### config.mk
export PLATFORM = sky130hd
export DESIGN_NAME = gshare_btb_predictor
export DESIGN_NICKNAME = d
export VERILOG_FILES = /design/src/rtl/bp_pkg.sv /design/src/rtl/bp_btb.sv /design/src/rtl/gshare_btb_predictor.sv
export SDC_FILE = /design/constraint.sdc
export NUM_CORES = 2
export LEC_CHECK = 0
export ABC_AREA = 1
export BUFFER_PORTS_ARGS = -buffer_cell sky130_fd_sc_hd__buf_2
export CORE_MARGIN = 2
export CORE_UTILIZATION = 57
export DETAILED_ROUTE_END_ITERATION = 10
export PLACE_DENSITY = 0.84
export SLEW_MARGIN = 25
export SYNTH_ARGS = -nofsm -noshare
export SYNTH_HDL_FRONTEND = slang
export SYNTH_SLANG_ARGS = --single-unit
export TNS_END_PERCENT = 5
### constraint.sdc
create_clock -name clk -period 2.5 [get_ports clk]
set_input_delay 0.375 -clock clk [delete_from_list [all_inputs] [get_ports clk]]
set_output_delay 0.375 -clock clk [all_outputs]
set_load 0.01 [all_outputs]
### src/rtl/bp_pkg.sv
// Shared constants and saturating-counter helpers for the branch predictor.
// Counters are carried at a fixed 4-bit width; callers pass the live width.
package bp_pkg;

    localparam logic [1:0] BP_STATIC_NT = 2'd0;
    localparam logic [1:0] BP_BIMODAL   = 2'd1;
    localparam logic [1:0] BP_GSHARE    = 2'd2;

    localparam int unsigned CTR_MAX_BITS = 32'd4;

    typedef logic [CTR_MAX_BITS-1:0] ctr_t;

    function automatic ctr_t ctr_max(input int unsigned width);
        return ctr_t'((32'd1 << width) - 32'd1);
    endfunction

    function automatic ctr_t sat_inc(input ctr_t value, input int unsigned width);
        ctr_t top_s;
        top_s = ctr_max(width);
        if (value >= top_s) begin
            return top_s;
        end else begin
            return value + 4'd1;
        end
    endfunction

    function automatic ctr_t sat_dec(input ctr_t value, input int unsigned width);
        if ((value == 4'd0) || (width == 32'd0)) begin
            return 4'd0;
        end else begin
            return value - 4'd1;
        end
    endfunction

    // Weakly not-taken: one below the taken threshold, or zero for 1-bit counters.
    function automatic ctr_t weak_nt(input int unsigned width);
        if (width <= 32'd1) begin
            return 4'd0;
        end else begin
            return ctr_t'((32'd1 << (width - 32'd1)) - 32'd1);
        end
    endfunction

endpackage

### src/rtl/bp_btb.sv
// Direct-mapped branch target buffer: combinational read, registered write.
// Addresses arrive word-aligned (pc[31:2]); clear drops only the valid bits.
module bp_btb #(
    parameter int unsigned ENTRIES = 32
) (
    input  logic        clk,
    input  logic        reset,
    input  logic        clear,
    input  logic [29:0] rd_addr,
    output logic        rd_hit,
    output logic [31:0] rd_target,
    output logic        rd_is_cond,
    input  logic        wr_en,
    input  logic [29:0] wr_addr,
    input  logic [31:0] wr_target,
    input  logic        wr_is_cond
);

    localparam int unsigned IB    = $clog2(ENTRIES);
    localparam int unsigned TAG_W = 32'd30 - IB;

    logic [ENTRIES-1:0] valid_r;
    logic [ENTRIES-1:0] is_cond_r;
    logic [TAG_W-1:0]   tag_r    [ENTRIES];
    logic [31:0]        target_r [ENTRIES];

    logic [IB-1:0]    rd_idx_s;
    logic [TAG_W-1:0] rd_tag_s;
    logic [IB-1:0]    wr_idx_s;
    logic [TAG_W-1:0] wr_tag_s;

    assign rd_idx_s = rd_addr[IB-1:0];
    assign rd_tag_s = rd_addr[29:IB];
    assign wr_idx_s = wr_addr[IB-1:0];
    assign wr_tag_s = wr_addr[29:IB];

    // Read port: hit needs a valid entry whose stored tag matches.
    always_comb begin
        rd_hit     = valid_r[rd_idx_s] && (tag_r[rd_idx_s] == rd_tag_s);
        rd_target  = target_r[rd_idx_s];
        rd_is_cond = is_cond_r[rd_idx_s];
    end

    // Write port: an aliasing entry is simply overwritten.
    always_ff @(posedge clk or negedge reset) begin
        if (!reset) begin
            valid_r   <= {ENTRIES{1'b0}};
            is_cond_r <= {ENTRIES{1'b0}};
            for (int i = 0; i < ENTRIES; i++) begin
                tag_r[i]    <= {TAG_W{1'b0}};
                target_r[i] <= 32'h0000_0000;
            end
        end else if (clear) begin
            valid_r <= {ENTRIES{1'b0}};
        end else if (wr_en) begin
            valid_r[wr_idx_s]   <= 1'b1;
            is_cond_r[wr_idx_s] <= wr_is_cond;
            tag_r[wr_idx_s]     <= wr_tag_s;
            target_r[wr_idx_s]  <= wr_target;
        end
    end

endmodule

### src/rtl/gshare_btb_predictor.sv
// Same-cycle next-PC predictor: BTB plus a PHT of saturating counters indexed
// bimodally or gshare-style, trained by resolved branches; keeps statistics.
module gshare_btb_predictor
    import bp_pkg::*;
#(
    parameter logic [1:0]  MODE        = 2'd2,
    parameter int unsigned BTB_ENTRIES = 32,
    parameter int unsigned GHR_BITS    = 5,
    parameter int unsigned CTR_BITS    = 2
) (
    input  logic                clk,
    input  logic                reset,
    input  logic                clear,
    input  logic                lookup_valid,
    input  logic [31:0]         pc,
    output logic                pred_taken,
    output logic                btb_hit,
    output logic [31:0]         pred_next_pc,
    output logic [GHR_BITS-1:0] pred_ghr,
    input  logic                upd_valid,
    input  logic [31:0]         upd_pc,
    input  logic                upd_is_cond,
    input  logic                upd_taken,
    input  logic [31:0]         upd_target,
    input  logic [GHR_BITS-1:0] upd_ghr,
    input  logic                upd_mispredict,
    output logic [31:0]         stat_lookups,
    output logic [31:0]         stat_mispredicts
);

    localparam int unsigned         PHT_N    = 32'd1 << GHR_BITS;
    localparam logic [CTR_BITS-1:0] CTR_INIT = CTR_BITS'(weak_nt(CTR_BITS));

    logic [CTR_BITS-1:0] pht_r [PHT_N];
    logic [GHR_BITS-1:0] ghr_r;
    logic [31:0]         stat_lookups_r;
    logic [31:0]         stat_mispredicts_r;

    logic [GHR_BITS-1:0] rd_idx_s;
    logic [GHR_BITS-1:0] wr_idx_s;
    logic [GHR_BITS-1:0] ghr_next_s;
    logic [CTR_BITS-1:0] rd_ctr_s;
    logic [CTR_BITS-1:0] wr_ctr_s;
    logic [CTR_BITS-1:0] ctr_next_s;
    logic                btb_hit_s;
    logic [31:0]         btb_target_s;
    logic                btb_is_cond_s;
    logic                pred_taken_s;
    logic                btb_wr_en_s;
    logic                pht_wr_en_s;
    logic                unused_upd_bits_s;

    assign unused_upd_bits_s = ^upd_pc[1:0];

    bp_btb #(
        .ENTRIES (BTB_ENTRIES)
    ) u_btb (
        .clk        (clk),
        .reset      (reset),
        .clear      (clear),
        .rd_addr    (pc[31:2]),
        .rd_hit     (btb_hit_s),
        .rd_target  (btb_target_s),
        .rd_is_cond (btb_is_cond_s),
        .wr_en      (btb_wr_en_s),
        .wr_addr    (upd_pc[31:2]),
        .wr_target  (upd_target),
        .wr_is_cond (upd_is_cond)
    );

    // PHT indexing for both ports; gshare folds the relevant history in.
    always_comb begin
        rd_idx_s = pc[GHR_BITS+1:2];
        wr_idx_s = upd_pc[GHR_BITS+1:2];
        if (MODE == BP_GSHARE) begin
            rd_idx_s = pc[GHR_BITS+1:2] ^ ghr_r;
            wr_idx_s = upd_pc[GHR_BITS+1:2] ^ upd_ghr;
        end else begin
            rd_idx_s = pc[GHR_BITS+1:2];
            wr_idx_s = upd_pc[GHR_BITS+1:2];
        end
    end

    if (GHR_BITS == 1) begin : g_ghr_single
        assign ghr_next_s = upd_taken;
    end else begin : g_ghr_shift
        assign ghr_next_s = {ghr_r[GHR_BITS-2:0], upd_taken};
    end

    assign rd_ctr_s    = pht_r[rd_idx_s];
    assign wr_ctr_s    = pht_r[wr_idx_s];
    assign btb_wr_en_s = upd_valid && !clear;
    assign pht_wr_en_s = upd_valid && upd_is_cond && !clear;

    // Counter training value; widened to the helper width and narrowed back.
    always_comb begin
        ctr_next_s = wr_ctr_s;
        if (upd_taken) begin
            ctr_next_s = CTR_BITS'(sat_inc(ctr_t'(wr_ctr_s), CTR_BITS));
        end else begin
            ctr_next_s = CTR_BITS'(sat_dec(ctr_t'(wr_ctr_s), CTR_BITS));
        end
    end

    // Direction decision: unconditional hits are always taken.
    always_comb begin
        pred_taken_s = 1'b0;
        if (MODE == BP_STATIC_NT) begin
            pred_taken_s = 1'b0;
        end else begin
            pred_taken_s = btb_hit_s && (!btb_is_cond_s || rd_ctr_s[CTR_BITS-1]);
        end
    end

    assign pred_taken       = pred_taken_s;
    assign btb_hit          = btb_hit_s;
    assign pred_next_pc     = pred_taken_s ? btb_target_s : (pc + 32'd4);
    assign pred_ghr         = ghr_r;
    assign stat_lookups     = stat_lookups_r;
    assign stat_mispredicts = stat_mispredicts_r;

    // Pattern history table storage.
    always_ff @(posedge clk or negedge reset) begin
        if (!reset) begin
            for (int i = 0; i < PHT_N; i++) begin
                pht_r[i] <= CTR_INIT;
            end
        end else if (clear) begin
            for (int i = 0; i < PHT_N; i++) begin
                pht_r[i] <= CTR_INIT;
            end
        end else if (pht_wr_en_s) begin
            pht_r[wr_idx_s] <= ctr_next_s;
        end
    end

    // Global history only moves on conditional outcomes.
    always_ff @(posedge clk or negedge reset) begin
        if (!reset) begin
            ghr_r <= {GHR_BITS{1'b0}};
        end else if (clear) begin
            ghr_r <= {GHR_BITS{1'b0}};
        end else if (pht_wr_en_s) begin
            ghr_r <= ghr_next_s;
        end
    end

    // Saturating statistics; clear leaves them intact.
    always_ff @(posedge clk or negedge reset) begin
        if (!reset) begin
            stat_lookups_r     <= 32'h0000_0000;
            stat_mispredicts_r <= 32'h0000_0000;
        end else begin
            if (lookup_valid && (stat_lookups_r != 32'hFFFF_FFFF)) begin
                stat_lookups_r <= stat_lookups_r + 32'd1;
            end
            if (upd_valid && upd_mispredict && (stat_mispredicts_r != 32'hFFFF_FFFF)) begin
                stat_mispredicts_r <= stat_mispredicts_r + 32'd1;
            end
        end
    end

endmodule
==> key figures <==
Run status
  – Status: finished, violations left
  – Failing checks: negative setup slack

Die
  – Starting density of the core: 57.3%
  – Die Wd: roughly 410 µm
  – Chip height: 408 µm
  – DIE AREA: 167000 µm²
  – Core area: 163000 µm²
  – I/O pin count: 212
  – # rows: between 100 and 150

Synthesis
  – Cell variety after synth: 42
  – Synth Flop Type: dfrtp_1
  – Synth Area in XOR/XNOR: 0.882%
  – Post-synthesis mux area share: 0%
  – Synth Register Bits: 2021
  – Synth warn: 0
  – Post-synth EDFFs: 0
  – Post-synthesis sequential area ratio: 54.3%
  – Post-Synth Adder-Cell Area: 0.0403%
  – Synth Instances: 11600
  – Top-area cell type share of the netlist area: 53.4%
  – Synth cell count leaders: 3324 x nand2_1, 2570 x o21ai_0, 1989 x dfrtp_1
  – Post-Synth Simple-Gate Area: 21.6%
  – Post-synth ARST share: 100%
  – Compound-Gate Fraction of Synth Area: 17.6%
  – Synth Cell Area: 93200 µm²
  – Top cells by area, synth: dfrtp_1 53%, o21ai_0 14%, nand2_1 13%
  – Total nets after synthesis: 11700
  – Top-count cell post-synth: nand2_1
  – Cell accounting for the most synthesized area: dfrtp_1
  – Syn avg cell area: ~8.0 µm²
  – Largest family of logic cells by synthesized area: simple AND/OR/NAND/NOR gates

Global route
  – Initial antenna violation count: 17
  – First-pass GRT wire length: 499 mm
  – Congestion Overflow GR: 0
  – GRT Overall Usage: 38.3%
  – Pin count of the biggest net entering global routing: 131
  – Vias in the first global route: 86200

Detailed routing
  – DRC: 0
  – DR vias: about 90000
  – DR pass1 iterations: 9
  – Average wire per standard cell: 23.1 µm
  – Post-route antenna net violation count: 0
  – Post-Route WL: 325 mm
  – Vias per cell: between 6 and 7
  – DR iter-0 viols: 14700

Layout
  – Area Overhead vs Synth: 16.5%
  – Final Net Count: 11900
  – Layout cells sized above 1: 12.3%
  – Final instance area: 109000 µm²
  – # fillers: 12300

Worst setup path
  – R2R depth: 13
  – CP max FO: 2
  – Setup crit end kind: output pin
  – Crit Path Category: reg -> out
  – Worst setup SP type: flip-flop
  – Critical path arrival: 3310 ps
  – Critical path required time: 2120 ps
  – Register-to-register setup slack: about 210 ps

Power and ir drop
  – Maximum vdd drop: 0.000764 V
  – Leak: 51.5 nW
  – PwrDens: between 700 and 800 nW/µm²
  – Pwr Total: 82.5 mW

CTS
  – Clock sinks: 2021
  – Clock transition at path regs: 60 ps
  – Clock Tree Root: clkbuf_16
  – Cts bufs inserted: just over 200
  – Clock Path Buffers: 3
  – Clk_lat worst skew: between 800 and 900 ps
  – H-tree depth: 4
  – CTS tree: built

STA
  – Least-Margin Pin Slew: 1260 ps
  – Fin. max-slew vios: 0
  – Crit share post-route: 148%
  – RSZ-0062 raised after global routing: true
  – Final TNS setup: -38580 ps
  – Final Hold Fails: 0
  – Rel. slew slack: 15.9%
  – Hold slack: between 50 and 60 ps
  – Min Clock Period, post-route: 3690 ps
  – Setup violators final: 34
  – Worst Skew: approximately 22 ps
  – Setup WS post-layout: -1190 ps
  – Maximum clock frequency: 271 MHz

Placed design
  – Post-DP HPWL: a little under 200 mm
  – GPL Wtd Cong: 0.995
  – Number of port buffers: 209
  – Area after DPL: 101000 µm²

Hold path
  – Hold/Removal Path Class: in -> async

Flow run
  – Max_cap viols: 0
## where the power goes
| part | switching (mW) | internal (mW) |
|---|---|---|
| sequential | 2.41 | 36.8 |
| clock | 13.3 | 18.2 |
| combinational | 7.40 | 4.42 |
| total | 23.1 | 59.4 |
## registers in the layout, summed over array words and instances (netlist names)
signal	flops
pred_ghr	5
u_btb.is_cond_r	32
pht_r	64
u_btb.valid_r	32
u_btb.target_r	1024
u_btb.tag_r	800
stat_mispredicts	32
stat_lookups	32
## cell families after synthesis
| logic type | Yosys count |
|---|---|
| DFF | 2021 |
| adders and majority gates | 3 |
| and+or+nand+nor | 5095 |
| xor gates and xnor gates | 93 |
| AOI/OAI and AO/OA | 3112 |
| buffers and inverters | 1306 |
## path summary, 6_finish.rpt
check / startpoint / end
max: u_btb.target_r[313] / pred_next_pc[25]
max in group asynchronous: reset / u_btb.tag_r[430]
min reg2reg: u_btb.target_r[834] / u_btb.target_r[834]
max reg2reg: stat_lookups[17] / stat_lookups[28]
min: reset / u_btb.tag_r[394]
min in group clk: upd_ghr[0] / pht_r[34]
## layout by cell type, fill, tap and decap left out, types with 18 or more instances in the layout
master | netlist | final
nand2_2 | 1 | 52
buf_2 | 186 | 203
nor2_1 | 1084 | 1049
nand2_1 | 3324 | 3237
o211ai_1 | 32 | 32
o21ai_1 | 25 | 38
dfstp_2 | 32 | 32
xnor2_1 | 27 | 27
o21ai_0 | 2570 | 2555
nor3_1 | 86 | 76
clkbuf_1 | 761 | 43
nor2_2 | 5 | 31
buf_12 | 0 | 202
a22oi_1 | 27 | 27
o221ai_1 | 79 | 79
nand3_2 | 2 | 21
a31oi_1 | 46 | 46
clkbuf_8 | 0 | 64
o22ai_1 | 187 | 187
nand3_1 | 527 | 507
a21oi_1 | 130 | 128
clkinv_2 | 0 | 29
nand2_4 | 0 | 36
inv_1 | 291 | 286
buf_4 | 15 | 498
dfrtp_1 | 1989 | 1989
clkbuf_16 | 0 | 206
nand4_1 | 24 | 24
xor2_1 | 65 | 65
nor4_1 | 19 | 18
## metal layers
metal	vias to the layer above	wire, µm	GRT usage [%]
met5	-	396	0
li1	38600	-	-
met4	26	21900	22.2
met1	42700	117000	49.5
met2	6685	141000	57.4
met3	1514	45200	11.7
## repair_timing
action                     in CTS  in global routing
pin swaps                      23                 34
hold buffers                    6                  0
setup buffers                   4                  7
resized for setup              45                 70
setup endpoints to repair      34                 51
gates cloned                    1                  0
hold endpoints to repair      267                  0
## final cells by class
| class | instances | area (µm²) | area share, % |
|---|---|---|---|
| flip-flops and latches | 2021 | 50600 | 46.6 |
| inverters | 310 | 1200 | 1.11 |
| well taps | 2175 | 2720 | 2.51 |
| multi-input cells | 8304 | 38100 | 35.1 |
| clock buffers | 313 | 6200 | 5.71 |
| diodes | 3 | 7.51 | 0.00692 |
| repair buffers | 921 | 9000 | 8.29 |
| clock inverters | 57 | 709 | 0.654 |
## per-stage QoR
step	utilization (%)	setup slack (ps)	instances
global placement	62.2	-1080	13700
global route	66.7	-1280	14100
detailed placement	62.2	-1090	13700
floorplan	-	-25.1	11600
CTS	66.6	-1090	14100
finish	66.7	-1190	14100
## critical path: stages, from the launching register on
cell and delay, ps:
dfrtp_1 390, o21ai_0 210, o221ai_1 160, o211ai_1 120, nand3_1 110, a21oi_1 990, nand3_1 190, nand2_1 130
inv_1 40, buf_2 130
No activity file was read; power rests on OpenSTA's default activity.
